**config.mk**
```make
export PLATFORM = sky130hd
export DESIGN_NAME = axis_dac_burst_reader
export DESIGN_NICKNAME = d
export VERILOG_FILES = /design/src/rtl/rfsoc_config_pkg.sv /design/src/rtl/axis_dac_burst_reader.sv
export SDC_FILE = /design/constraint.sdc
export NUM_CORES = 1
export LEC_CHECK = 0
export ABC_AREA = 1
export CAP_MARGIN = 15
export CORE_AREA = 3 3 213 215
export CTS_CLUSTER_SIZE = 14
export DETAILED_ROUTE_END_ITERATION = 10
export DIE_AREA = 0 0 216 218
export PLACE_DENSITY = 0.58
export SLEW_MARGIN = 20
export SYNTH_ARGS = -nofsm -noshare
export SYNTH_HDL_FRONTEND = slang
export SYNTH_SLANG_ARGS = --single-unit
```
**constraint.sdc**
```tcl
create_clock -name axis_clk -period 1.8 [get_ports axis_clk]
set_clock_uncertainty 0.2 [all_clocks]
set_input_delay 0.45 -clock axis_clk [delete_from_list [all_inputs] [get_ports axis_clk]]
set_output_delay 0.45 -clock axis_clk [all_outputs]
set_load 0.02 [all_outputs]
```
**src/rtl/rfsoc_config_pkg.sv**
```systemverilog
// rtl/rfsoc_config_pkg.sv - shared RFSoC types and widths for the DAC burst reader
package rfsoc_config;

   typedef enum logic [1:0] {
      RD_IDLE,
      RD_ARM,
      RD_STREAM
   } dac_rd_state_t;

   localparam int DAC_WORD_W      = 256;
   localparam int DAC_BURST_LEN_W = 16;

endpackage

```
**src/rtl/axis_dac_burst_reader.sv**
```systemverilog
// rtl/axis_dac_burst_reader.sv - drains FIFO words in bursts and registers them toward the DAC
module axis_dac_burst_reader
   import rfsoc_config::*;
#(
   parameter int DATA_W = DAC_WORD_W,
   parameter int LEN_W  = DAC_BURST_LEN_W
) (
   input  logic              axis_clk,
   input  logic              rst,
   input  logic              start,
   input  logic              stop,
   input  logic [LEN_W-1:0]  burst_len,
   input  logic              s_axis_tvalid,
   output logic              s_axis_tready,
   input  logic [DATA_W-1:0] s_axis_tdata,
   output logic [DATA_W-1:0] dac_data,
   output logic              dac_valid,
   output logic              busy,
   output logic              done,
   output logic              underrun,
   output logic [LEN_W-1:0]  words_sent
);

   dac_rd_state_t     state_q, state_d;
   logic [LEN_W-1:0]  len_q, len_d;
   logic [LEN_W-1:0]  cnt_q, cnt_d;
   logic [DATA_W-1:0] data_q, data_d;
   logic              valid_q, valid_d;
   logic              done_q, done_d;
   logic              underrun_q, underrun_d;
   logic              last_word;

   // The last word is the one that brings the count up to len_q; len_q is never 0 here.
   assign last_word = (cnt_q == (len_q - LEN_W'(1)));

   // Next-state, counter and output-register logic; the DAC word defaults to zero.
   always_comb begin
      state_d    = state_q;
      len_d      = len_q;
      cnt_d      = cnt_q;
      data_d     = '0;
      valid_d    = 1'b0;
      done_d     = 1'b0;
      underrun_d = underrun_q;
      case (state_q)
         RD_IDLE: begin
            if (start && !stop) begin
               if (burst_len != '0) begin
                  state_d    = RD_ARM;
                  len_d      = burst_len;
                  cnt_d      = '0;
                  underrun_d = 1'b0;
               end else begin
                  done_d = 1'b1;
               end
            end
         end
         RD_ARM: begin
            if (stop) begin
               state_d = RD_IDLE;
            end else if (s_axis_tvalid) begin
               state_d = RD_STREAM;
            end
         end
         RD_STREAM: begin
            if (s_axis_tvalid) begin
               data_d  = s_axis_tdata;
               valid_d = 1'b1;
               cnt_d   = cnt_q + LEN_W'(1);
               if (last_word) begin
                  state_d = RD_IDLE;
                  done_d  = !stop;
               end
            end else begin
               underrun_d = 1'b1;
            end
            // A handshake in the stop cycle is still registered above.
            if (stop) begin
               state_d = RD_IDLE;
            end
         end
         default: state_d = RD_IDLE;
      endcase
   end

   // State and datapath registers with asynchronous active-low reset.
   always_ff @(posedge axis_clk or negedge rst) begin
      if (!rst) begin
         state_q    <= RD_IDLE;
         len_q      <= '0;
         cnt_q      <= '0;
         data_q     <= '0;
         valid_q    <= 1'b0;
         done_q     <= 1'b0;
         underrun_q <= 1'b0;
      end else begin
         state_q    <= state_d;
         len_q      <= len_d;
         cnt_q      <= cnt_d;
         data_q     <= data_d;
         valid_q    <= valid_d;
         done_q     <= done_d;
         underrun_q <= underrun_d;
      end
   end

   // Ready depends only on state so the FIFO never sees a tvalid->tready loop.
   assign s_axis_tready = (state_q == RD_STREAM);
   assign busy          = (state_q != RD_IDLE);
   assign dac_data      = data_q;
   assign dac_valid     = valid_q;
   assign done          = done_q;
   assign underrun      = underrun_q;
   assign words_sent    = cnt_q;

endmodule

```
==> results.py <==
metrics = {
    "logic_synthesis": {
        "yosysSeqAreaShare_pct": 66.49,
        "postSynth.asyncResetShare_pct": 100.0,
        "syn-cell-area_um2": 11030,
        "synth_nets": 1474,
        "synth_adder_area_share_pct": 0.2269,
        "synth-compound-area-share_pct": 2.269,
        "avgSynthCellArea_um2": 9.229,
        "yosys.area_share.simple_pct": 26.05,
        "yosys.area.top_type": "dfrtp_1",
        "muxShareOfSynthArea_pct": 0,
        "synth_commonest_cells": "nand2_1, dfrtp_1, nor2_1",
        "yosys.area_share.xor_xnor_pct": 0.7148,
        "synth_top_area_share_pct": 66.49,
        "yosysUniqueCellTypes": 31,
        "ys_warn_count": 0,
        "synth_top_family_by_area": "simple AND/OR/NAND/NOR gates",
        "synth_most_common_cell": "nand2_1",
        "ys_ff_latch": 293,
        "syn_inst": 1195,
        "ys_top_cells_by_area": "dfrtp_1, nand2_1, nor2_1",
        "synthFlopType": "dfrtp_1",
        "synth_edf_count": 0,
    },
    "floorplanning": {
        "rows": 77,
        "die_h_um": 218,
        "die_area_um2": 47090,
        "ioPinCount": 554,
        "initial_utilization_pct": 25.10,
        "die_w_um": 216,
        "core_area_um2": 43930,
    },
    "critical_path": {
        "critPathTopFamily": "simple AND/OR/NAND/NOR gates",
        "arrival_ps": 2280,
        "worstSetupPathType": "reg2reg",
        "r2r_setup_slack_ps": -270,
        "startpoint_type": "flop",
        "reg2regPathDepth": 15,
        "critPathMaxFanout": 3,
        "timing.rr.end": "state_q[0]",
        "cp_data_required_time_ps": 2010,
        "cp_cell_sequence": "inv_2 -> ha_4 -> nor2_2 -> nor2_1 -> nand2_1 -> nor2_1 -> nand2_1 -> nor2_2 -> nand2_1 -> nor3_2 -> nand2_2 -> nand2_2 -> nand2_2 -> nand2_2 -> nand2_1",
        "timing.critical_path.buf_inv": 1,
        "cp.depth": 15,
        "endpoint_kind": "flop",
        "reg2reg_from": "len_q[1]",
        "cp-endpoint": "state_q[0]",
        "critical-path-max-stage-delay_ps": 420,
        "crit_start": "len_q[1]",
        "crit_slowest_cell": "dfrtp_1",
    },
    "route": {
        "routedWlPerCell_um": 17.83,
        "vias": 10330,
        "totalWireLength_um": 43540,
        "ant_nets": 0,
        "drt-initial-drc-count": 542,
        "drc": 0,
        "viasPerCell": 4.229,
        "dr.pass1.iters": 5,
    },
    "clocking": {
        "cts_sinks": 293,
        "clockBufferDepth": 3,
        "cts_root_buf": "clkbuf_16",
        "cts_tree": "done",
        "clk_latency_ps": 540,
        "clk_pin_slew_ps": 60,
        "cts_max_level": 2,
        "cts_buffers": 36,
    },
    "placement": {
        "place.gp.congestion": 0.9006,
        "place_inst": 2358,
        "dp_hpwl_um": 33130,
        "placed_cell_area_um2": 17970,
        "portBuffers": 553,
    },
    "global_routing": {
        "grt.overflow.total": 0,
        "grt_pass1_vias": 10750,
        "grt_max_degree": 71,
        "grt_pass1_wl_um": 65160,
        "antenna_found_initial": 6,
        "gr-usage-all-layers_pct": 18.10,
    },
    "status": {
        "status": "complete, but fails checks",
        "violations": "negative setup slack",
    },
    "sta": {
        "fmax_ghz": 0.4824,
        "rsz0062_at_grt": "true",
        "setup_viol": 10,
        "setup_tns_ps": -1440,
        "tightest_slew_ps": 340.7,
        "hold_viol": 0,
        "slew-limit-headroom_pct": 76.99,
        "min_period_ps": 2073,
        "setup_ws_ps": -273.0,
        "finalCritPeriodShare_pct": 115.2,
        "slew_viol_final": 0,
    },
    "final_layout": {
        "drive_gt1_share_pct": 27.15,
        "design_area_um2": 18240,
        "final_nets": 2100,
        "area_growth_pct": 65.38,
        "stdcell_count": 2442,
    },
    "power": {
        "powerDensity_nw_per_um2": 1168,
        "power.leakage_nw": 9.554,
        "ir_drop_mv": 0.7060,
    },
    "run": {
        "maxCapViolCount": 0,
    },
    "worst_hold_path": {
        "hold_class": "in2async",
    },
}
## state kept, by name (all words and copies together), names as in the netlist
name,flops
state_q,2
underrun,1
done,1
dac_data,256
len_q,16
dac_valid,1
words_sent,16
## through the flow
step	hold slack, ps	power [mW]	utilization [%]	worst slack, ps
6_report	177.4	21.31	41.52	-273.0
5_1_grt	167.8	22.55	41.52	-421.1
4_1_cts	140.2	21.53	41.22	-294.3
3_5_place_dp	119.3	14.10	40.91	-617.1
3_3_place_gp	119.5	14.02	40.91	-550.6
2_1_floorplan	-45.59	10.80	-	-37.44
## cells in the final DEF (no fill, tap or decap), drive strengths merged, types with 6 or more instances in the layout
| cell | Yosys | layout |
|---|---|---|
| a21oi | 13 | 13 |
| buf | 6 | 373 |
| clkbuf | 56 | 52 |
| clkdlybuf4s50 | 0 | 274 |
| dfrtp | 293 | 293 |
| inv | 62 | 63 |
| nand2 | 377 | 377 |
| nand3 | 27 | 27 |
| nand4 | 6 | 6 |
| nor2 | 302 | 302 |
| o21ai | 26 | 26 |
| xnor2 | 6 | 6 |
## power breakdown
part	internal [mW]	switching (mW)
Combinational	2.38	3.58
Clock	4.77	2.84
Sequential	7.27	0.472
## kinds of logic (layout without fill, tap and decap cells)
| kind of cell | after synthesis | count (layout) |
|---|---|---|
| simple gates | 721 | 721 |
| flops | 293 | 293 |
| fa+ha+maj | 2 | 2 |
| compound gates | 46 | 46 |
| xor+xnor | 9 | 9 |
| buf+inv | 124 | 774 |
| other cells | 0 | 5 |
## layer usage
metal	up-vias	GRT usage, %	routed length [um]
li1	4870	-	-
met1	4971	20.59	16410
met2	421	31.28	21760
met3	63	7.649	4337
met4	2	5.078	1026
met5	-	0	13
## what timing repair did
action,CTS,global route
gates resized for setup,1171,36
hold buffers,2,0
setup buffers,14,1
endpoints found under the hold margin,143,0
pin swaps,11,8
endpoints found under the setup margin,283,39
## worst min path at each step
stage / startpoint / slack (ps) / end
after floorplan: rst / -50 / dac_data[0]
after global placement: rst / 120 / dac_data[39]
after detailed placement: rst / 120 / dac_data[39]
after CTS: rst / 140 / dac_data[39]
after global routing: rst / 170 / dac_data[39]
final: rst / 180 / dac_data[39]
## layout make-up
cell class                      count  area [um2]
Timing Repair Buffer              650        5288
Inverter                           62       245.2
Antenna cell                        5       12.51
Sequential cell                   293        7340
Clock buffer                       51        1049
Clock inverter                     11       191.4
Tap cell                          592       740.7
Fill cell                        4460       25690
Multi-Input combinational cell    778        3373
Note: power is estimated with default switching activity, not from simulation.
